## config.mk

```make
export PLATFORM = sky130hd
export DESIGN_NAME = display_7seg_multiplexado
export DESIGN_NICKNAME = d
export VERILOG_FILES = /design/src/rtl/display_7seg_multiplexado.sv
export SDC_FILE = /design/constraint.sdc
export NUM_CORES = 1
export LEC_CHECK = 0
export BUFFER_PORTS_ARGS = -buffer_cell sky130_fd_sc_hd__buf_4
export CAP_MARGIN = 5
export CORE_ASPECT_RATIO = 1.1
export CORE_UTILIZATION = 45
export CTS_CLUSTER_DIAMETER = 200
export DETAILED_ROUTE_END_ITERATION = 10
export HOLD_SLACK_MARGIN = 0.05
export PLACE_DENSITY_LB_ADDON = 0.2
export SLEW_MARGIN = 0
export SYNTH_ARGS = -nofsm -noshare
export SYNTH_HDL_FRONTEND = slang
export SYNTH_SLANG_ARGS = --single-unit
```

## constraint.sdc

```tcl
create_clock -name clock -period 2.2 [get_ports clock]
set_input_delay 0 -clock clock [delete_from_list [all_inputs] [get_ports clock]]
set_output_delay 0 -clock clock [all_outputs]
set_load 0.02 [all_outputs]
```

## src/rtl/display_7seg_multiplexado.sv

```systemverilog
// Multiplexed N-digit 7-segment display driver: picks one of two binary inputs,
// converts it to BCD with a sequential double-dabble engine and scans the digits.
module display_7seg_multiplexado #(
    parameter int DATA_W     = 10,
    parameter int N_DIGITS   = 4,
    parameter int SCAN_DIV   = 50000,
    parameter int ACTIVE_LOW = 1,
    parameter int BLANK_LZ   = 1
) (
    input  logic                clock,
    input  logic                reset_n,
    input  logic [DATA_W-1:0]   frecuencia,
    input  logic [DATA_W-1:0]   corriente,
    input  logic                control,
    input  logic                actualizar,
    input  logic [N_DIGITS-1:0] punto,
    output logic [N_DIGITS-1:0] selec_digito,
    output logic [7:0]          numero_cod,
    output logic                ocupado,
    output logic                desborde
);

    localparam int BCD_W = 4 * N_DIGITS;
    localparam int CNT_W = $clog2(DATA_W + 1);
    localparam int IDX_W = $clog2(N_DIGITS);
    localparam int PRE_W = (SCAN_DIV > 1) ? $clog2(SCAN_DIV) : 1;
    localparam logic [N_DIGITS-1:0] SEL_OFF = (ACTIVE_LOW != 0) ? {N_DIGITS{1'b1}} : {N_DIGITS{1'b0}};
    localparam logic [7:0]          SEG_OFF = (ACTIVE_LOW != 0) ? 8'hFF : 8'h00;

    typedef enum logic [1:0] {
        ST_IDLE = 2'd0,
        ST_CONV = 2'd1,
        ST_LOAD = 2'd2
    } state_t;

    state_t                r_state, w_next;
    logic [DATA_W-1:0]     r_shift;
    logic [BCD_W-1:0]      r_bcd, r_buf, w_adj;
    logic [CNT_W-1:0]      r_cnt;
    logic                  r_ovf, r_desborde, r_ocupado;
    logic [PRE_W-1:0]      r_presc;
    logic [IDX_W-1:0]      r_idx;
    logic [N_DIGITS-1:0]   r_sel, w_sel, w_blank;
    logic [7:0]            r_seg, w_seg;
    logic [6:0]            w_seg7;
    logic [3:0]            w_nib;

    function automatic logic [6:0] seg_decode(input logic [3:0] nib);
        logic [6:0] s;
        case (nib)
            4'd0:    s = 7'h3F;
            4'd1:    s = 7'h06;
            4'd2:    s = 7'h5B;
            4'd3:    s = 7'h4F;
            4'd4:    s = 7'h66;
            4'd5:    s = 7'h6D;
            4'd6:    s = 7'h7D;
            4'd7:    s = 7'h07;
            4'd8:    s = 7'h7F;
            4'd9:    s = 7'h6F;
            default: s = 7'h00;
        endcase
        return s;
    endfunction

    // Next-state logic of the conversion controller
    always_comb begin
        w_next = r_state;
        case (r_state)
            ST_IDLE: begin
                if (actualizar) w_next = ST_CONV;
                else            w_next = ST_IDLE;
            end
            ST_CONV: begin
                if (r_cnt == CNT_W'(1)) w_next = ST_LOAD;
                else                    w_next = ST_CONV;
            end
            ST_LOAD: w_next = ST_IDLE;
            default: w_next = ST_IDLE;
        endcase
    end

    // State register and busy flag
    always_ff @(posedge clock or negedge reset_n) begin
        if (!reset_n) begin
            r_state   <= ST_IDLE;
            r_ocupado <= 1'b0;
        end else begin
            r_state   <= w_next;
            r_ocupado <= (w_next != ST_IDLE);
        end
    end

    // Add-3 correction on every BCD nibble ahead of the shift
    always_comb begin
        w_adj = r_bcd;
        for (int i = 0; i < N_DIGITS; i++) begin
            if (r_bcd[4*i +: 4] >= 4'd5) w_adj[4*i +: 4] = r_bcd[4*i +: 4] + 4'd3;
            else                         w_adj[4*i +: 4] = r_bcd[4*i +: 4];
        end
    end

    // Conversion datapath and display buffer
    always_ff @(posedge clock or negedge reset_n) begin
        if (!reset_n) begin
            r_shift    <= {DATA_W{1'b0}};
            r_bcd      <= {BCD_W{1'b0}};
            r_buf      <= {BCD_W{1'b0}};
            r_cnt      <= {CNT_W{1'b0}};
            r_ovf      <= 1'b0;
            r_desborde <= 1'b0;
        end else begin
            case (r_state)
                ST_IDLE: begin
                    if (actualizar) begin
                        r_shift <= control ? frecuencia : corriente;
                        r_bcd   <= {BCD_W{1'b0}};
                        r_ovf   <= 1'b0;
                        r_cnt   <= CNT_W'(DATA_W);
                    end
                end
                ST_CONV: begin
                    // A bit leaving the top nibble means the value no longer fits
                    r_bcd   <= {w_adj[BCD_W-2:0], r_shift[DATA_W-1]};
                    r_shift <= {r_shift[DATA_W-2:0], 1'b0};
                    r_ovf   <= r_ovf | w_adj[BCD_W-1];
                    r_cnt   <= r_cnt - CNT_W'(1);
                end
                ST_LOAD: begin
                    r_buf      <= r_bcd;
                    r_desborde <= r_ovf;
                end
                default: ;
            endcase
        end
    end

    // Refresh prescaler and digit scan index
    always_ff @(posedge clock or negedge reset_n) begin
        if (!reset_n) begin
            r_presc <= {PRE_W{1'b0}};
            r_idx   <= {IDX_W{1'b0}};
        end else if (r_presc == PRE_W'(SCAN_DIV - 1)) begin
            r_presc <= {PRE_W{1'b0}};
            if (r_idx == IDX_W'(N_DIGITS - 1)) r_idx <= {IDX_W{1'b0}};
            else                               r_idx <= r_idx + IDX_W'(1);
        end else begin
            r_presc <= r_presc + PRE_W'(1);
        end
    end

    // Leading-zero mask: a digit blanks when it and all digits above are zero
    always_comb begin
        logic w_zero_above;
        w_zero_above = 1'b1;
        w_blank      = {N_DIGITS{1'b0}};
        for (int i = N_DIGITS - 1; i > 0; i--) begin
            w_zero_above = w_zero_above & (r_buf[4*i +: 4] == 4'd0);
            w_blank[i]   = w_zero_above & (BLANK_LZ != 0);
        end
    end

    // Segment pattern and enable for the digit currently scanned
    always_comb begin
        w_nib = r_buf[4*r_idx +: 4];
        if (r_desborde)          w_seg7 = 7'h40;
        else if (w_blank[r_idx]) w_seg7 = 7'h00;
        else                     w_seg7 = seg_decode(w_nib);
        w_seg = {punto[r_idx], w_seg7};
        w_sel = {{(N_DIGITS-1){1'b0}}, 1'b1} << r_idx;
    end

    // Output register: enable and segments always update together
    always_ff @(posedge clock or negedge reset_n) begin
        if (!reset_n) begin
            r_sel <= SEL_OFF;
            r_seg <= SEG_OFF;
        end else if (ACTIVE_LOW != 0) begin
            r_sel <= ~w_sel;
            r_seg <= ~w_seg;
        end else begin
            r_sel <= w_sel;
            r_seg <= w_seg;
        end
    end

    assign selec_digito = r_sel;
    assign numero_cod   = r_seg;
    assign ocupado      = r_ocupado;
    assign desborde     = r_desborde;

endmodule

```

# After elaboration in Yosys (flattened, before gate mapping)
# Memory sizes are Yosys's and may differ from the RTL's.
# Cells that the tools add are included.
# op_classes
addsub,7
magnitude_cmp,5
eq_ne,6
n_shift,2
muxes,24
n_bitwise,5
reduce_logical,7
# op_table
operator,count
$mux W16,2
$pmux W16 S2,1
$mux W10,2
$mux W4,5
$pmux W10 S2,1
$add A16 B1 Y16 const B,1
$add A4 B2 Y4 const B,4
$eq A16 B16 Y1 const B,1
$ge A4 B3 Y1 const B,4
$shiftx A16 B5 Y4,1
$mux W7,2
$logic_not A4 Y1,3
$not A8 Y8,1
$pmux W4 S2,1
$bmux W1 S2,2
$eq A2 B2 Y1 const B,2
$eq A4 B1 Y1 const B,1
$mux W1,4
$mux W2,2
$not A4 Y4,1
$pmux W2 S2,1
$reduce_bool A2 Y1,2
$shl A1 B2 Y4 const A,1
$sub A4 B1 Y4 const B,1
other kinds (9),10
# totals
reg_bits,81
rom_bits,112
inputBits,28
out_inout_bits,14
wordCells,69
memories,1
# memory_table
name,depth,width,rd,rd_ports_with_merged_regs,write_ports,line,rtl
(name not given),16,7,1,0,0,50,case (nib)

# Logic depth before layout (Yosys ltp)
# logic_depth
word_depth,8
ltp_mapped,8
ltp_nobuf,7

# Worst setup path before layout
# OpenSTA, ideal clock, no wires.
# synth_path
path_kind,register to register
startpoint,register r_idx[0]
endpoint,"register r_seg[5], in the netlist numero_cod[5]"
setup_time_ps,95
arrival_time_ps,1821
t_required_ps,2105
path_slack_ps,284
stages_incl_launch_ff,9
path_buffers,1
synth_period_minus_slack_ps,1916
cell_sequence,dfrtp_1 > buf_6 > mux4_1 > inv_1 > ha_1 > inv_1 > mux2_2 > o21ai_0 > nand3_1
# synth_between
elab_chain_cells,5
elab_cells_between_ends,7
cone_classes,1 x shift; 4 x mux; 1 x bitwise; 1 x memory
# synth_lines
item,line,rtl
from (decl),42,logic [IDX_W-1:0] r_idx;
from (signal assigned),142,r_idx <= {IDX_W{1'b0}};
from (signal assigned),145,if (r_idx == IDX_W'(N_DIGITS - 1)) r_idx <= {IDX_W{1'b0}};
from (signal assigned),146,else r_idx <= r_idx + IDX_W'(1);
$shiftx A16 B5 Y4 or $bmux W1 S2 (tied branches),"165, 167",
$mem_v2 Z16 W7 or $mux W1 (tied branches),n/a,
$mux W7 *,167,else if (w_blank[r_idx]) w_seg7 = 7'h00;
$mux W7 *,166,if (r_desborde) w_seg7 = 7'h40;
$not A8 Y8 *,180,r_seg <= ~w_seg;
to (signal assigned),180,
to (signal assigned),183,r_seg <= w_seg;
to (decl),44,"logic [7:0] r_seg, w_seg;"
# Every way passes the cells marked *; elsewhere a longest branch is shown, timed or not. The select of a mux whose other input is x is not followed.
# A chain may end at the register's enable or synchronous reset.

# Final worst setup path
# Same ends and word-level chain as after synthesis.

==> impl_metrics.ini <==
[timing]
slew_viol_final = 0
setup_viol = 0
tightest_slew_ns = 0.691
hold-worst-slack_ns = 0.0547
period_share_pct = 88.6
period_minus_slack_ns = 1.95
setup-tns-final_ns = 0
fin_skew_ns = 0.00761
rsz0062_at_grt = no
hold_viol_final = 0
max_freq_mhz = 513
slew_headroom_pct = 53.9

[place]
routabilityCongestion = 0.781
hpwl_mm = 5.27
port_buffers = 41

[clock_tree]
clkLatencyLatePin_ns = 0.35
cts_max_path_buffers = 2
htreeDepth = 3
ctsHoldBuffers = 6
clkSinkCount = 81
cts-root-buf = clkbuf_8
numCtsBuffers = 9
cts_setup_buffers = 0
post_cts_resized = 0
clkSlewWorstSetupHoldPaths_ns = 0.07
cts_tree = built

[logic_synthesis]
synthesis.nets = 417
ys_types = 43
synth.yosys.seq_area_share_pct = 51.3
synthCells = 370
ys_warn_count = 0
syn_area_um2 = 3980
syn-mean-instance-area_um2 = 10.8
synth-seq-cells = 81

[critical_path]
end_kind = flip-flop
required_ns = 2.46
reg2reg_depth = 7
r2r-end = numero_cod[5]
path_cells = mux4_2, inv_1, ha_1, inv_1, mux2_2, o21ai_0, nand3_1
r2r_slack_ns = 0.25
cpPeakStageDelay_ns = 0.61
crit_arrival_ns = 2.21
crit_path_start_kind = flip-flop
reg2reg_from = r_idx[0]
crit_path_max_fanout = 6
slowest_stage = mux4_2
crit_type = flip-flop to flip-flop
cpMostUsedCell = inv_1

[drt]
post-route-drc-count = 0
wirelength_mm = 7.35
wire_per_inst_um = 13.6
detail_route.vias_per_cell = 5.23
vias = 2822
postRouteAntennaNets = 0
drt_iter0_drc = 82
first_pass_iters = 4

[hold_path]
min_from = corriente[5]
min_to = r_shift[5]
hold_depth = 5
hold_path_class = primary input to flip-flop

[die]
rows = 35
die_x_um = 91.7
die_area_um2 = 9230
core_region_area_um2 = 8500
io_pins = 42
die_y_um = 101
start_util_pct = 46.9

[finish]
area_growth_syn_to_layout_pct = 19.0
nFillCells = 762
nNetsFinal = 471
drive_gt1_share_pct = 22.1
seq_area_um2 = 2040
diodes = 0
multiInputGateArea_um2 = 1780

[grt]
overflow = 0
grt.total_usage_pct = 17.4
grt_pass1_wl_mm = 12.8
grt_max_degree = 52
first_global_vias = 2872
antenna_found_initial = 0

[pwr]
powerDensity_nw_per_um2 = 1160
leakage_nw = 2.20
peakVddDrop_mv = 0.682
p_total_mw = 5.47

[flow_run]
maxCapViolCount = 0

[run_status]
status = finished clean
[worst max path at each step]
stage | from | end
after detailed placement | r_idx[0] | numero_cod[5]
after global placement | r_idx[0] | numero_cod[5]
after global routing | r_idx[0] | numero_cod[5]
after CTS | r_idx[0] | numero_cod[5]
after floorplan | r_idx[0] | numero_cod[5]
final | r_idx[0] | numero_cod[5]
[area by class of cell]
class	count	area share, %
sequential	81	43.1
multi-input combinational	250	37.6
timing repair buffer	58	9.77
clock buffer	14	3.43
tap	111	2.93
inverter	24	1.90
clock inverter	2	1.27
[state kept, by name, indices dropped and copies added, names as in the netlist, 2 cells and up]
name / cells
numero_cod: 8
r_bcd: 16
r_buf: 16
r_cnt: 4
r_idx: 2
r_presc: 16
r_shift: 10
r_state: 2
selec_digito: 4
[routing by layer]
| layer | wire (um) | GRT usage, % | vias up | part of all wire [%] |
|---|---|---|---|---|
| li1 | - | - | 1404 | - |
| met1 | 3400 | 21.7 | 1365 | 46 |
| met2 | 3610 | 30.0 | 42 | 49 |
| met3 | 203 | 2.87 | 11 | 2.8 |
| met4 | 136 | 7.33 | 0 | 1.9 |
| met5 | 0 | 0 | - | 0 |
[cells by family (layout without fill, tap and decap cells)]
family	after synthesis	after routing	synth area share, %
flops	81	81	51.3
buf+inv	39	98	3.93
compound gates	75	75	11.1
xor+xnor	20	20	4.40
fa+ha+maj	19	19	5.97
simple gates	104	104	13.1
mux	32	32	10.2
[worst max-delay path: cells and delay by family (launching register included)]
kind / cells / cell delay, ns
muxes: 2 / 0.86
AOI/OAI and AO/OA: 1 / 0.16
and+or+nand+nor: 1 / 0.10
DFF: 1 / 0.42
buffers and inverters: 2 / 0.17
adders and majority gates: 1 / 0.16
[stage by stage]
stage / setup WS, ns / utilization [%] / std cells / cell area (um^2)
CTS: 0.251 / 55.8 / 540 / 4740
global route: 0.119 / 55.8 / 540 / 4740
floorplan: 0.284 / - / 370 / 3980
global placement: 0.320 / 52.5 / 518 / 4460
detailed placement: 0.287 / 52.5 / 518 / 4460
finish: 0.250 / 55.8 / 540 / 4740
[cell usage after synthesis]
| cell | instances | area [um^2] |
|---|---|---|
| and2_1 | 2 | 12.5 |
| or3b_4 | 1 | 11.3 |
| o22ai_1 | 5 | 31.3 |
| dfrtp_1 | 69 | 1730 |
| or4_1 | 2 | 15.0 |
| nand4_1 | 5 | 31.3 |
| o21ai_0 | 33 | 165 |
| nor4b_1 | 1 | 8.76 |
| a21oi_1 | 17 | 85.1 |
| nand2_1 | 33 | 124 |
| a22o_1 | 2 | 17.5 |
| o211ai_1 | 1 | 7.51 |
| and4_1 | 5 | 43.8 |
| mux4_1 | 2 | 52.6 |
| a31oi_1 | 1 | 6.26 |
| clkbuf_1 | 10 | 37.5 |
| inv_1 | 24 | 90.1 |
| mux4_2 | 3 | 67.6 |
| nand2b_1 | 6 | 37.5 |
| nor3b_1 | 1 | 7.51 |
| mux2_2 | 13 | 146 |
| mux2i_1 | 14 | 140 |
| nor2b_1 | 3 | 18.8 |
| and3_1 | 2 | 12.5 |
| xnor2_1 | 9 | 78.8 |
| a22oi_1 | 1 | 7.51 |
| xor2_1 | 11 | 96.3 |
| o21bai_1 | 1 | 7.51 |
| ha_1 | 19 | 238 |
| or2_2 | 1 | 6.26 |
| nor3_1 | 3 | 15.0 |
| o31ai_1 | 5 | 37.5 |
| o21ai_1 | 2 | 10.0 |
| o32ai_1 | 3 | 26.3 |
| buf_1 | 2 | 7.51 |
| dfstp_2 | 12 | 315 |
| a32o_1 | 4 | 40.0 |
| nor4_1 | 2 | 12.5 |
| nor2_1 | 24 | 90.1 |
| buf_6 | 1 | 11.3 |
| buf_2 | 2 | 10.0 |
| nor4bb_1 | 2 | 20.0 |
| nand3_1 | 11 | 55.1 |
[cells in the final DEF (no fill, tap or decap), types with 9 or more instances in the layout]
cell type  Yosys  final
mux2i_1       14     14
xnor2_1        9      9
xor2_1        11     11
a21oi_1       17     17
o21ai_0       33     33
clkbuf_8       0     11
buf_4          0     51
nand2_1       33     33
nor2_1        24     24
nand3_1       11     11
ha_1          19     19
inv_1         24     24
dfrtp_1       69     69
mux2_2        13     13
dfstp_2       12     12
[power by group]
group	leakage, nW	total (mW)	internal, mW	switching (mW)
Sequential	1.02	2.27	1.97	0.297
Combinational	1.07	1.99	0.930	1.06
Clock	0.111	1.21	0.704	0.509
Total	2.20	5.47	3.61	1.87
Note: power is estimated with default switching activity, not from simulation.
